==> src/rtl/vram_writer.sv <==
// Write-side controller for the 128x96 VRAM: fills the visible region in raster
// order from a constant clear colour or a valid/ready pixel stream.
module vram_writer #(
    parameter int unsigned PIXEL_W = 3,
    parameter int unsigned ROWS    = 96,
    parameter int unsigned COLS    = 128,
    localparam int unsigned ROW_W  = 7,
    localparam int unsigned COL_W  = 7,
    localparam int unsigned ADDR_W = ROW_W + COL_W,
    parameter logic [ADDR_W-1:0] BLANK_ADDR = 14'd9462
) (
    input  logic               clk,
    input  logic               reset,
    input  logic               start_clear,
    input  logic [PIXEL_W-1:0] clear_color,
    input  logic               start_frame,
    input  logic [PIXEL_W-1:0] pix_data,
    input  logic               pix_valid,
    output logic               pix_ready,
    output logic               we,
    output logic [ADDR_W-1:0]  waddr,
    output logic [PIXEL_W-1:0] wdata,
    output logic               busy,
    output logic               frame_done
);

    typedef enum logic [1:0] {
        S_IDLE   = 2'd0,
        S_CLEAR  = 2'd1,
        S_STREAM = 2'd2,
        S_DONE   = 2'd3
    } state_t;

    state_t r_state;
    state_t w_state_nxt;

    logic [ROW_W-1:0]   r_row;
    logic [COL_W-1:0]   r_col;
    logic [PIXEL_W-1:0] r_color;

    logic               r_we;
    logic [ADDR_W-1:0]  r_waddr;
    logic [PIXEL_W-1:0] r_wdata;
    logic               r_pix_ready;
    logic               r_busy;
    logic               r_frame_done;

    logic               w_last;
    logic               w_col_last;
    logic [ADDR_W-1:0]  w_cur_addr;
    logic               w_wr;
    logic               w_latch_color;
    logic [PIXEL_W-1:0] w_src_data;
    logic [PIXEL_W-1:0] w_wdata_nxt;

    assign w_col_last = (r_col == COL_W'(COLS - 1));
    assign w_last     = (r_row == ROW_W'(ROWS - 1)) && w_col_last;
    assign w_cur_addr = {r_row, r_col};

    // The blanking pixel must always read back as black.
    assign w_wdata_nxt = (w_cur_addr == BLANK_ADDR) ? '0 : w_src_data;

    // State register
    always_ff @(posedge clk or posedge reset) begin
        if (reset) begin
            r_state <= S_IDLE;
        end else begin
            r_state <= w_state_nxt;
        end
    end

    // Next-state logic
    always_comb begin
        w_state_nxt = r_state;
        case (r_state)
            S_IDLE: begin
                if (start_clear) begin
                    w_state_nxt = S_CLEAR;
                end else if (start_frame) begin
                    w_state_nxt = S_STREAM;
                end
            end
            S_CLEAR: begin
                if (w_last) begin
                    w_state_nxt = S_DONE;
                end
            end
            S_STREAM: begin
                if (pix_valid && r_pix_ready && w_last) begin
                    w_state_nxt = S_DONE;
                end
            end
            S_DONE: begin
                w_state_nxt = S_IDLE;
            end
            default: begin
                w_state_nxt = S_IDLE;
            end
        endcase
    end

    // Write-request decode; the first clear write issues on the start edge itself.
    always_comb begin
        w_wr          = 1'b0;
        w_latch_color = 1'b0;
        w_src_data    = r_color;
        case (r_state)
            S_IDLE: begin
                if (start_clear) begin
                    w_wr          = 1'b1;
                    w_latch_color = 1'b1;
                    w_src_data    = clear_color;
                end
            end
            S_CLEAR: begin
                w_wr = 1'b1;
            end
            S_STREAM: begin
                w_wr       = pix_valid && r_pix_ready;
                w_src_data = pix_data;
            end
            default: begin
                w_wr = 1'b0;
            end
        endcase
    end

    // Registered outputs and raster counters; counters sit at 0 whenever idle.
    always_ff @(posedge clk or posedge reset) begin
        if (reset) begin
            r_row        <= '0;
            r_col        <= '0;
            r_color      <= '0;
            r_we         <= 1'b0;
            r_waddr      <= '0;
            r_wdata      <= '0;
            r_pix_ready  <= 1'b0;
            r_busy       <= 1'b0;
            r_frame_done <= 1'b0;
        end else begin
            r_we         <= w_wr;
            r_frame_done <= w_wr && w_last;
            r_busy       <= (w_state_nxt != S_IDLE);
            r_pix_ready  <= (w_state_nxt == S_STREAM);
            if (w_latch_color) begin
                r_color <= clear_color;
            end
            if (w_wr) begin
                r_waddr <= w_cur_addr;
                r_wdata <= w_wdata_nxt;
                if (w_last) begin
                    r_row <= '0;
                    r_col <= '0;
                end else if (w_col_last) begin
                    r_col <= '0;
                    r_row <= r_row + ROW_W'(1);
                end else begin
                    r_col <= r_col + COL_W'(1);
                end
            end
        end
    end

    assign we         = r_we;
    assign waddr      = r_waddr;
    assign wdata      = r_wdata;
    assign pix_ready  = r_pix_ready;
    assign busy       = r_busy;
    assign frame_done = r_frame_done;

endmodule

==> config.mk <==
export PLATFORM = sky130hd
export DESIGN_NAME = vram_writer
export DESIGN_NICKNAME = d
export VERILOG_FILES = /design/src/rtl/vram_writer.sv
export SDC_FILE = /design/constraint.sdc
export NUM_CORES = 1
export LEC_CHECK = 0
export ABC_AREA = 1
export CORE_MARGIN = 2
export CORE_UTILIZATION = 35
export DETAILED_ROUTE_END_ITERATION = 16
export DONT_BUFFER_PORTS = 1
export GPL_TIMING_DRIVEN = 1
export SETUP_SLACK_MARGIN = 0.02
export SLEW_MARGIN = 40
export SYNTH_ARGS = -nofsm -noshare
export SYNTH_HDL_FRONTEND = slang
export SYNTH_SLANG_ARGS = --single-unit
==> constraint.sdc <==
create_clock -name clk -period 2.32 [get_ports clk]
set_input_delay 0.116 -clock clk [delete_from_list [all_inputs] [get_ports clk]]
set_output_delay 0.116 -clock clk [all_outputs]
set_load 0.03 [all_outputs]
# [Yosys cells after proc, flatten, opt, wreduce, memory -nomap -nowiden]
# Cells that the tools add are included.
# W data, S select, Z words.
[op_classes] n_addsub=2 n_eq_ne=7 mux=15 reduce_logical=8
[ops] operator="$mux W7" n=4
[ops] operator="$add A7 B1 Y7 const B" n=2
[ops] operator="$eq A14 B14 Y1 const B" n=1
[ops] operator="$eq A7 B7 Y1 const B" n=2
[ops] operator="$mux W2" n=4
[ops] operator="$pmux W2 S4" n=1
[ops] operator="$eq A2 B2 Y1 const B" n=3
[ops] operator="$mux W3" n=2
[ops] operator="$pmux W3 S2" n=1
[ops] operator="$logic_and A1 B1 Y1" n=4
[ops] operator="$reduce_bool A2 Y1" n=2
[ops] operator="$pmux W1 S3" n=1
[ops] operator="$eq A2 B1 Y1 const B" n=1
[ops] operator="$logic_not A2 Y1" n=1
[ops] operator="$mux W1" n=2
[ops] operator="$reduce_and A2 Y1" n=1
[totals] reg_bits=40 input_bits=11 output_inout_bits=21 word_cells=42

# [Logic depth before layout (Yosys ltp)]
[depth] word_depth=6 mapped_depth=8 depth_no_buf=8

# [Least setup slack after synthesis]
# Ideal clock, no wire load.
[synth_timing] path_kind="flip-flop to flip-flop" from="register r_pix_ready (netlist: pix_ready)" to="register r_row[1]" setup_ns=0.083 t_arrival_ns=1.275 required_time_ns=2.237 slack_ns=0.962 path_stages_with_launch=8 n_path_buf=1 synth_period_minus_slack_ns=1.358 cell_sequence="dfrtp_1 -> nand2_1 -> o21ai_4 -> nand2_2 -> inv_2 -> buf_6 -> nand3_1 -> o21ai_0"
[synth_via] elab_chain_len=3
[synth_lines] element="start: declaration" line_no="44" source="logic r_pix_ready;"
[synth_lines] element="start signal: assignment" line_no="144" source="r_pix_ready <= (w_state_nxt == S_STREAM);"
[synth_lines] element="$logic_and A1 B1 Y1" line_no="119" source="w_wr = pix_valid && r_pix_ready;"
[synth_lines] element="$pmux W1 S3" line_no="107" source="case (r_state)"
[synth_lines] element="$reduce_and A2 Y1 (no source line)"
[synth_lines] element="end signal: assignment" line_no="156" source="r_row <= r_row + ROW_W'(1);"
[synth_lines] element="end: declaration" line_no="37" source="logic [ROW_W-1:0] r_row;"
# Every way passes these cells.
# A chain may end at the register's enable or synchronous reset.

# [Final worst setup path]
[layout_timing] from="register r_pix_ready (netlist: pix_ready)" to="register r_row[2]"
# The elaborated chain is that of the path after synthesis.

==> results.txt <==
Status -> completed
Site Rows -> 26
# DRC -> 0
Final #Nets -> 233
Routed Wire Length -> 3560 µm
Sw frac -> 0.336
NetSw -> 567 µW
Total global routing overflow -> 0
Flops & latches, synth -> 40
Area share of the largest cell type after synthesis -> 0.552
Period utilization -> 0.687
Post-CTS Resized -> 0
Unrepaired setup endpoints after global routing -> false
WS Path Type -> reg2reg
Seq/Total Area, Yosys -> 0.552
Actual slew at the worst max-slew pin -> 0.624 ns
Mean Syn Cell Area -> 8.60 µm²
Worst-Skew Late Latency -> 0.29 ns
Core area -> 5040 µm²
Clock root buffer -> clkbuf_8
Die area -> 5780 µm²
Area contributors post-synth -> dfrtp_1, nand2_1, nand3_1
Largest net degree at the start of global routing -> 33
Max_cap viols -> 0
Maximum vdd drop -> 0.507 mV
Setup clock skew after layout -> 0.00552 ns
Die height -> 76.0 µm
Final Max Slew Viols -> 0
CP Data Arrival Time -> 1.81 ns
Area post-placement -> 1890 µm²
Post-Layout Cell Count -> 290
Final hold violation count -> 0
Inst Count DP -> 278
Total Power -> 1.69 mW
Initial DRC count -> 101
Chip Width -> 76.0 µm
First-pass GRT wire length -> 6250 µm
Clock power share -> 0.284
Ports -> 32
Post-Synthesis Cell Area -> 1810 µm²
Power Internal -> 1.12 mW
Synth warn -> 0
Comb power frac -> 0.124
Setup bufs post-CTS -> 0
Hold_buf cts -> 4
TritonCTS clock tree -> done
Synth unique cells -> 21
Hold WS -> 0.0679 ns
Clk buf depth -> 2
Critical path endpoint category -> register
Syn nets -> 225
Vias/cell -> 4.78
F_max -> 628 MHz
Hold WC Path Type -> in2reg
Synth-to-Final Area Change -> 11.3%
Dpl hpwl -> 2560 µm
Worst rel slew slack -> 0.584
GPL Wtd Cong -> 0.817
All-layer global routing usage -> 0.133
Req. time, crit path -> 2.54 ns
Commonest non-fill, non-tap cell in the layout -> nand2_1
CTS Sinks -> 40
Ant. Diodes -> 0
Vias in the first global route -> 1356
Drt first pass iters -> 4
Most frequent cells in the layout -> nand2_1, dfrtp_1, inv_1
Cells after synthesis -> 211
Initial antenna violation count -> 0
Fin area -> 2020 µm²
# port buffers -> 0
Total power per unit cell area -> 836 nW/µm²
DR vias -> 1387
Clock-pin slew on the worst setup and hold paths -> 0.08 ns
Fin Setup TNS -> 0 ns
Drt wl/cell -> 12.3 µm
Lkg Pwr -> 0.979 nW
Synth area leader -> dfrtp_1
Detail Route Antenna Nets -> 0
Finish-stage setup viols -> 0
Max Fanout on Critical Path -> 15
CTS Buf Count -> 5
Final min period -> 1.59 ns
Fraction of layout cells with a size suffix above 1 -> 0.0773
Initial Utilization -> 0.360
Startpoint types -> register
Sequential power share -> 0.592
CTS HTree Levels -> 2
==> routing by layer <==
metal	GRT usage	part of all wire	vias up	wire, µm
met2	0.216	0.46	31	1630
li1	-	-	695	-
met1	0.167	0.46	655	1650
met4	0.0491	0.016	0	58
met5	0	0	-	0
met3	0.0427	0.062	6	219
==> cell usage after synthesis, drive strengths merged <==
library cell,instances
nand2,62
dfrtp,40
inv,28
o21ai,27
nand3,20
nand4,9
nor2,8
buf,5
ha,3
nor3,3
xnor2,2
xor2,2
a21oi,1
nand3b,1
==> final cells by class <==
class	count	area [µm²]
well taps	70	87.6
clock inverters	1	7.51
fillers	505	3020
flip-flops and latches	40	1000
repair buffers	6	55.1
multi-input cells	138	677
inverters	28	105
clock buffers	7	86.3
==> final timing paths <==
path | depth (start not counted) | end | startpoint | slack [ns]
setup reg to reg | 7 | r_row[2] | pix_ready | 0.73
hold / removal | 2 | busy | start_frame | 0.07
min in group asynchronous | 2 | r_col[6] | reset | 0.35
setup / recovery | 7 | r_row[2] | pix_ready | 0.73
hold reg to reg | 2 | r_row[5] | r_row[5] | 0.52
max in group asynchronous | 3 | busy | reset | 1.22
==> cell families (layout without fill, tap and decap cells) <==
family,after synthesis,count (layout),share of synthesized area
fa+ha+maj,3,3,0.0207
simple gates,103,103,0.248
compound gates,28,28,0.0855
flops,40,40,0.552
xor+xnor,4,4,0.0193
buf+inv,33,42,0.0752
==> state kept, by name (all words and copies together) (netlist names), 2 cells and up <==
| name | cells |
|---|---|
| r_col | 7 |
| r_color | 3 |
| r_row | 7 |
| r_state | 2 |
| waddr | 14 |
| wdata | 3 |
==> power by group through the flow <==
stage	sequential, mW	clock [mW]	combinational, mW
floorplan	0.987	0	0.168
finish	0.999	0.479	0.210
global placement	1.01	0	0.203
CTS	1.00	0.500	0.214
detailed placement	1.01	0	0.206
global route	1.02	0.527	0.250
==> per-stage QoR <==
stage / setup slack (ns) / utilization
after floorplan: 0.962 / -
after global placement: 0.739 / 0.374
after detailed placement: 0.725 / 0.374
after CTS: 0.712 / 0.400
after global routing: 0.599 / 0.400
final: 0.726 / 0.400
==> worst max-delay path, stage by stage (launching register included) <==
cell	delay (ns)
dfrtp_1	0.51
nand2_1	0.15
o21ai_4	0.20
buf_4	0.22
nand2_2	0.11
inv_2	0.16
nand2_1	0.07
a21oi_1	0.11
Power figures use the tool's default switching activity.
